$ cat src/rtl/dac_spi_tx.sv
// rtl/dac_spi_tx.sv - serialises 10-bit samples into 16-bit MCP4911 SPI write frames with LDAC strobe.
// DAC_LOAD_QUEUE_EN adds a one-entry pending sample register for loads arriving while busy.
module dac_spi_tx #(
  parameter int          CLK_DIV  = 25,
  parameter logic [3:0]  CFG_BITS = 4'b0011
) (
  input  logic       sysclk,
  input  logic       reset,
  input  logic [9:0] data_in,
  input  logic       load,
  output logic       busy,
  output logic       done,
  output logic       overrun,
  output logic       dac_cs,
  output logic       dac_sck,
  output logic       dac_sdi,
  output logic       dac_ld
);

  localparam int             DW       = $clog2(CLK_DIV) + 1;
  localparam logic [DW-1:0]  DIV_LAST = DW'(CLK_DIV - 1);

  typedef enum logic [2:0] {
    IDLE     = 3'd0,
    CS_SETUP = 3'd1,
    SHIFT    = 3'd2,
    CS_HOLD  = 3'd3,
    LDAC     = 3'd4
  } state_t;

  state_t        state, state_nxt;
  logic [DW-1:0] div_cnt;
  logic          sck_high;
  logic [3:0]    bit_cnt;
  logic [15:0]   shreg;
  logic          div_end;
  logic          start;
  logic [9:0]    start_data;
  logic          ovr_nxt;

`ifdef DAC_LOAD_QUEUE_EN
  logic          pend_valid;
  logic [9:0]    pend_data;
`endif

  assign div_end = (div_cnt == DIV_LAST);

  always_ff @(posedge sysclk) begin
    if (reset) state <= IDLE;
    else       state <= state_nxt;
  end

  always_comb begin
    state_nxt  = state;
    start      = 1'b0;
    start_data = data_in;
    ovr_nxt    = 1'b0;
    case (state)
      IDLE: begin
        if (load) begin
          state_nxt = CS_SETUP;
          start     = 1'b1;
        end
      end
      CS_SETUP: if (div_end) state_nxt = SHIFT;
      SHIFT:    if (div_end && sck_high && (bit_cnt == 4'd0)) state_nxt = CS_HOLD;
      CS_HOLD:  if (div_end) state_nxt = LDAC;
      LDAC: begin
        if (div_end) begin
          state_nxt = IDLE;
`ifdef DAC_LOAD_QUEUE_EN
          // A load landing on the exit cycle is newer than anything pending.
          if (load || pend_valid) begin
            state_nxt = CS_SETUP;
            start     = 1'b1;
            if (!load) start_data = pend_data;
          end
`endif
        end
      end
      default: state_nxt = IDLE;
    endcase
`ifdef DAC_LOAD_QUEUE_EN
    if (load && (state != IDLE)) ovr_nxt = pend_valid;
`else
    if (load && (state != IDLE)) ovr_nxt = 1'b1;
`endif
  end

  always_ff @(posedge sysclk) begin
    if (reset) begin
      div_cnt  <= '0;
      sck_high <= 1'b0;
      bit_cnt  <= 4'd0;
      shreg    <= 16'd0;
      done     <= 1'b0;
      overrun  <= 1'b0;
    end else begin
      done    <= (state == LDAC) && div_end;
      overrun <= ovr_nxt;
      if (start) begin
        shreg    <= {CFG_BITS, start_data, 2'b00};
        div_cnt  <= '0;
        sck_high <= 1'b0;
        bit_cnt  <= 4'd15;
      end else if (state != IDLE) begin
        div_cnt <= div_end ? '0 : div_cnt + 1'b1;
        // Advance to the next bit only at the end of a high phase so SDI moves while SCK is low.
        if ((state == SHIFT) && div_end) begin
          sck_high <= !sck_high;
          if (sck_high && (bit_cnt != 4'd0)) begin
            bit_cnt <= bit_cnt - 4'd1;
            shreg   <= {shreg[14:0], 1'b0};
          end
        end
      end
    end
  end

`ifdef DAC_LOAD_QUEUE_EN
  always_ff @(posedge sysclk) begin
    if (reset) begin
      pend_valid <= 1'b0;
      pend_data  <= 10'd0;
    end else if ((state == LDAC) && div_end) begin
      pend_valid <= 1'b0;
    end else if (load && (state != IDLE)) begin
      pend_valid <= 1'b1;
      pend_data  <= data_in;
    end
  end
`endif

  assign busy    = (state != IDLE);
  assign dac_cs  = !((state == CS_SETUP) || (state == SHIFT) || (state == CS_HOLD));
  assign dac_sck = (state == SHIFT) && sck_high;
  assign dac_sdi = ((state == CS_SETUP) || (state == SHIFT)) ? shreg[15] : 1'b0;
  assign dac_ld  = (state != LDAC);

endmodule

$ cat config.mk
export PLATFORM = sky130hd
export DESIGN_NAME = dac_spi_tx
export DESIGN_NICKNAME = d
export VERILOG_FILES = /design/src/rtl/dac_spi_tx.sv
export SDC_FILE = /design/constraint.sdc
export NUM_CORES = 1
export LEC_CHECK = 0
export ABC_AREA = 0
export CAP_MARGIN = 10
export CORE_MARGIN = 8
export CORE_UTILIZATION = 45
export DETAILED_ROUTE_END_ITERATION = 8
export GPL_TIMING_DRIVEN = 0
export PLACE_DENSITY_LB_ADDON = 0.05
export SETUP_SLACK_MARGIN = 0.1
export SYNTH_ARGS = -nofsm -noshare
export SYNTH_HDL_FRONTEND = slang
export SYNTH_SLANG_ARGS = --single-unit
export TNS_END_PERCENT = 30
$ cat constraint.sdc
create_clock -name sysclk -period 1.72 [get_ports sysclk]
set_input_delay 0.258 -clock sysclk [delete_from_list [all_inputs] [get_ports sysclk]]
set_output_delay 0.258 -clock sysclk [all_outputs]
set_load 0.02 [all_outputs]
# After elaboration in Yosys (flattened, before gate mapping)
# Index checks and enable logic that the tools add are counted.
# word_totals
register_bits	30
latchBits	0
ramBits	0
mem_bits_ro	0
input_bits	13
out_inout_bits	7
wordCells	63
n_memories	0
# op_classes
add_sub_neg	2
n_mul	0
div_mod_pow	0
n_lt_le_gt_ge	0
n_eq_ne	11
n_shift	0
muxes	19
bitwise_logic	0
reduce_logical	23
# ops
operator	n
two-way mux 14 bit	4
two-way mux 4 bit	4
two-way mux 3 bit	5
case mux 3 bit (5 select lines)	1
!= test 2 bit (second input constant)	5
logical AND 1 bit	7
adder 6 x 1 -> 6 bit (second input constant)	1
== test 3 x 2 -> 1 bit (second input constant)	2
== test 6 x 5 -> 1 bit (second input constant)	1
two-way mux 6 bit	1
AND reduction 3 bit	2
nonzero test 2 bit	3
AND reduction 5 bit	1
logical NOT 4 bit	1
two-way mux 1 bit	4
nonzero test 4 bit	1
subtractor 4 x 1 -> 4 bit (second input constant)	1
== test 3 x 1 -> 1 bit (second input constant)	1
== test 3 bit (second input constant)	1
logical NOT 3 bit	1
!= test 3 bit (second input constant)	1
nonzero test 3 bit	1
logical NOT 1 bit	2
logical OR 1 bit	2
other kinds (2)	2

# Depth between registers and ports, before layout
# logic_depth
depth_word	6
depth_mapped	7
depth_no_buf	6

# Worst setup path after synthesis
# Ideal clock, no wire load.
# synth_timing
kind	register -> register
from	register bit_cnt[0]
to	register shreg[11]
setup_time_ns	0.115
t_arrival_ns	1.536
required_ns	1.605
setup_slack_ns	0.069
stages_incl_launch_ff	8
n_path_buf	1
period_less_slack_ns	1.651
path_cell_list	dfxtp_1 inv_1 ha_1 or3b_4 nand4_2 buf_6 nor3_1 a2111oi_0
# synth_via
elab_chain_len	4
# synth_lines
element	line_no	text
from (decl)	34	logic [3:0] bit_cnt;
from (signal assigned)	112	bit_cnt <= bit_cnt - 4'd1;
nonzero test 4 bit	111	if (sck_high && (bit_cnt != 4'd0)) begin
logical AND 1 bit	111	
nonzero test 2 bit (no line)	-	
AND reduction 3 bit (no line)	-	
to (signal assigned)	102	shreg <= {CFG_BITS, start_data, 2'b00};
to (signal assigned)	113	shreg <= {shreg[14:0], 1'b0};
to (decl)	35	logic [15:0] shreg;
# No other way between the ends.
# A chain may end at the register's enable or synchronous reset.

# Final worst setup path
# layout_timing
from	register state[1]
to	register shreg[10]
# layout_via
elab_chain_len	4
elab_cells_between_ends	10
classes_between	1 x eq/ne; 2 x mux; 7 x reduce/logical
# layout_lines
element	line_no	text
from (decl)	31	state_t state, state_nxt;
from (signal assigned)	50	else state <= state_nxt;
logical NOT 3 bit / == test 3 x 2 -> 1 bit (equally long branches)	58, 109	
two-way mux 1 bit / logical AND 1 bit (equally long branches)	58, 109	
nonzero test 2 bit (no line)	-	
AND reduction 3 bit (no line)	-	
# Several ways; a longest one is shown, not always the timed one.

==> implementation parameters <==
Parameter                              Value

Drt
  Drt first-iter violations    49
  Average wire per cell in the routed design    roughly 14 um
  # DRC    0
  Vias per std cell    5.291
  Final wirelength    between 3 and 4 mm
  Antenna viol nets, final    0
  DR vias    around 1300
  First-pass DRT Iterations    4

GRT
  Vias in the first global route    approximately 1300
  GRT Resource Usage Total    between 10% and 20%
  Largest net degree at the start of global routing    11
  First-pass GRT wire length    roughly 5.6 mm
  Initial antenna violation count    0
  Total congestion overflow    0

STA
  Highest Clock Rate    between 500 and 600 MHz
  Worst hold slack across all endpoints    roughly 470 ps
  Final setup fails    0
  Worst max-slew margin expressed relative to the limit    67.03%
  Transition time at the pin with the least slew margin    approximately 490 ps
  Setup repair after global routing missed its margin    yes
  Hold Vio Cnt, Final    0
  Time the worst path needs with I/O delays and setup    ~1700 ps
  Number of pins with negative max-slew slack in the final report    0
  Aggregate negative setup slack    0 ps
  Maximum clock skew at final layout    roughly 5.7 ps
  Final worst path period share    98.48%

Min path
  Worst hold endpoint    shreg[9]$_SDFFE_PP0P_
  Min-Delay Path Class    register to register
  Number of cells traversed by the worst hold path    1
  Min-delay src    shreg[8]$_SDFFE_PP0P_

Setup path
  Critical path start-end classification    register to register
  Type of element capturing the critical path    register
  Library cell contributing the largest single delay on the critical path    sky130_fd_sc_hd__dfxtp_2
  Family of cells with the greatest summed delay on the critical path    simple AND/OR/NAND/NOR gates
  Type of origin of the critical path    register
  Req. time, crit path    slightly below 2000 ps
  Ordered cell list for the critical path    buf_8 > and4bb_2 > nand4_4 > buf_6 > buf_4 > a32o_1 > a21o_1
  Largest driver fanout on the critical path    10
  CP arrival    around 1900 ps
  Source of the worst register-to-register timing path    state[1]$_SDFFE_PP0P_
  Depth of the worst register-to-register path    7
  Reg-to-reg endpoint    shreg[10]$_SDFFE_PP0P_
  Worst reg-to-reg setup slack    30 ps
  Critical path's largest stage delay    between 300 and 400 ps
  Number of buffer and inverter instances along the worst setup path    3

CTS
  Source-to-sink clock delay at the later pin of the worst-skew pair    approximately 330 ps
  TritonCTS Buffers    5
  Maximum buffer depth of the clock tree    2
  Post-CTS clock slew at the launch and capture registers of the worst setup and hold paths    approximately 90 ps
  CTS Root Cell    sky130_fd_sc_hd__clkbuf_4
  Number of sinks driven by the clock tree    30
  H-tree depth reported by CTS    2
  Clock tree from TritonCTS    built
  Hold Buf Count CTS    0

Finish
  Reg area    a little over 600 um2
  Design Area, Final    approximately 0.0020 mm2
  Filler cell count    about 280
  Combined area of the multi-input logic cells    about 860 um2
  Number of antenna repair diodes    0
  Layout area overhead    34.89%
  Nets    between 200 and 250
  Share of post-route cells with drive strength above 1    a little under a third

Floorplan
  Die boundary width    around 73 um
  Floorplan die height    between 70 and 80 um
  Total die area    approximately 0.0054 mm2
  Core ar.    ~0.0032 mm2
  Number of cell rows    21
  Effective utilization at floorplan    a little under half
  I/O pin total    20

Synthesis
  Mean post-synth cell area    about 9.3 um2
  Number of synthesized register bits    30
  Post-Syn Area    about 0.0015 mm2
  Mapped Nets    around 180
  Number of warnings reported in the yosys synthesis log    0
  Seq/Total Area, Yosys    between 40 and 50%
  Number of instances in the synthesized netlist    between 150 and 200
  Async set-or-reset flop fraction in the synthesized netlist    0%
  Main flop type after synthesis    sky130_fd_sc_hd__dfxtp_1
  Number of enable flip-flop cells after synthesis    0
  Unique masters post-synth    46

Placement
  Placer congestion estimate    roughly 0.79
  HPWL after detailed placement    between 2 and 2.5 mm
  Area post-placement    between 0.0015 and 0.002 mm2
  Number of port buffers    19

Pwr
  Pwr/cell area    ~740 mW/mm2
  Worst supply voltage drop on vdd    approximately 530 uV
  Total power    0.001472 W
  Leak Pwr    approximately 0.8 nW

Outcome
  Outcome    finished, final reports clean

Job
  MaxCap Viol Count    0
stage by stage:
stage / std cells / setup WS (ps) / utilization, %
after floorplan: 159 / 77.77 / -
after global placement: 224 / -253.1 / 53.66
after detailed placement: 224 / -263.1 / 53.66
after CTS: 241 / 17.81 / 59.81
after global routing: 244 / -33.61 / 61.67
final: 244 / 26.16 / 61.67
synthesized netlist by cell type (2+ instances only):
cell type,instances,area share (%)
sky130_fd_sc_hd__a2111oi_0,3,1.8
sky130_fd_sc_hd__a2111oi_1,2,1.4
sky130_fd_sc_hd__a21o_1,3,1.5
sky130_fd_sc_hd__a21oi_1,8,2.7
sky130_fd_sc_hd__a32o_1,3,2.0
sky130_fd_sc_hd__and4bb_2,2,1.7
sky130_fd_sc_hd__buf_6,5,3.8
sky130_fd_sc_hd__clkbuf_1,3,0.76
sky130_fd_sc_hd__dfxtp_1,30,41
sky130_fd_sc_hd__ha_1,3,2.5
sky130_fd_sc_hd__inv_1,4,1.0
sky130_fd_sc_hd__mux2i_1,6,4.1
sky130_fd_sc_hd__nand2_1,6,1.5
sky130_fd_sc_hd__nand2b_1,2,0.85
sky130_fd_sc_hd__nand3_1,4,1.4
sky130_fd_sc_hd__nand4_1,4,1.7
sky130_fd_sc_hd__nor2_1,24,6.1
sky130_fd_sc_hd__nor3_1,8,2.7
sky130_fd_sc_hd__nor3b_1,2,1.0
sky130_fd_sc_hd__o21ai_0,3,1.0
sky130_fd_sc_hd__o31ai_1,2,1.0
sky130_fd_sc_hd__or3_1,3,1.3
sky130_fd_sc_hd__xnor2_1,2,1.2
sky130_fd_sc_hd__xor2_1,5,3.0
cell families after synthesis:
kind of cell	after synthesis	share of synthesized area (%)
and+or+nand+nor	70	27.94
AOI/OAI and AO/OA	28	13.97
xor gates and xnor gates	7	4.149
muxes	6	4.065
adders and majority gates	3	2.540
buffers and inverters	15	6.688
DFF	30	40.64
layout make-up:
class	count	area share [%]
inverter	5	0.9416
clock buffer	7	2.260
multi-input combinational	114	43.06
tap	46	2.888
sequential	30	30.51
timing repair buffer	32	14.12
buffer	10	6.215
routing by layer:
metal / routed length [um] / global-route usage, % / part of all wire, %
met1: 1374 / 13.98 / 41
met2: 1745 / 24.63 / 52
met3: 140 / 4.911 / 4.2
met4: 73 / 5.100 / 2.2
met5: 0 / 0 / 0
placed cells by master (no fill, tap or decap), types with 2 or more instances in the layout:
cell type,Yosys,final
sky130_fd_sc_hd__buf_6,5,6
sky130_fd_sc_hd__nor3b_1,2,2
sky130_fd_sc_hd__buf_2,1,2
sky130_fd_sc_hd__a2111oi_1,2,2
sky130_fd_sc_hd__nand2_1,6,6
sky130_fd_sc_hd__inv_1,4,2
sky130_fd_sc_hd__nand4_1,4,4
sky130_fd_sc_hd__nor3_2,1,3
sky130_fd_sc_hd__buf_8,0,3
sky130_fd_sc_hd__xor2_1,5,5
sky130_fd_sc_hd__dfxtp_2,0,3
sky130_fd_sc_hd__nor2_1,24,24
sky130_fd_sc_hd__nand3_1,4,4
sky130_fd_sc_hd__clkbuf_1,3,3
sky130_fd_sc_hd__a21oi_1,8,8
sky130_fd_sc_hd__inv_2,1,3
sky130_fd_sc_hd__a21o_1,3,3
sky130_fd_sc_hd__nor3_1,8,5
sky130_fd_sc_hd__or3_1,3,3
sky130_fd_sc_hd__xnor2_1,2,2
sky130_fd_sc_hd__dfxtp_1,30,26
sky130_fd_sc_hd__mux2i_1,6,6
sky130_fd_sc_hd__clkbuf_4,0,5
sky130_fd_sc_hd__buf_4,1,13
sky130_fd_sc_hd__o31ai_1,2,2
sky130_fd_sc_hd__a2111oi_2,0,3
sky130_fd_sc_hd__a32o_1,3,3
sky130_fd_sc_hd__o21ai_0,3,2
sky130_fd_sc_hd__clkdlybuf4s50_1,0,14
how the worst max path moves through the flow:
stage	end	from	slack (ps)	cells after the start
2_1_floorplan	shreg[5]$_SDFFE_PP0P_	bit_cnt[0]$_SDFFE_PP0P_	80	7
3_3_place_gp	shreg[9]$_SDFFE_PP0P_	load	-250	6
3_5_place_dp	bit_cnt[1]$_SDFFE_PP0P_	load	-260	7
4_1_cts	shreg[10]$_SDFFE_PP0P_	state[1]$_SDFFE_PP0P_	20	7
5_1_grt	shreg[10]$_SDFFE_PP0P_	state[1]$_SDFFE_PP0P_	-30	7
6_report	shreg[10]$_SDFFE_PP0P_	state[1]$_SDFFE_PP0P_	30	7
power breakdown:
part	total [W]	switching [W]	internal [W]
sequential	0.000768	0.0000304	0.000738
clock	0.000385	0.000231	0.000154
combinational	0.000319	0.000148	0.000171
sequential cells by signal, summed over array words and instances, names as in the netlist:
| signal | count |
|---|---|
| state | 3 |
| overrun | 1 |
| done | 1 |
| shreg | 14 |
| sck_high | 1 |
| bit_cnt | 4 |
| div_cnt | 6 |
repair_timing:
item / CTS / global route
buffers inserted: 9 / 3
endpoints found under the setup margin: 26 / 31
cloned: 1 / 0
pin swaps: 10 / 7
gates resized for setup: 50 / 12
Note: power is estimated with default switching activity, not from simulation.
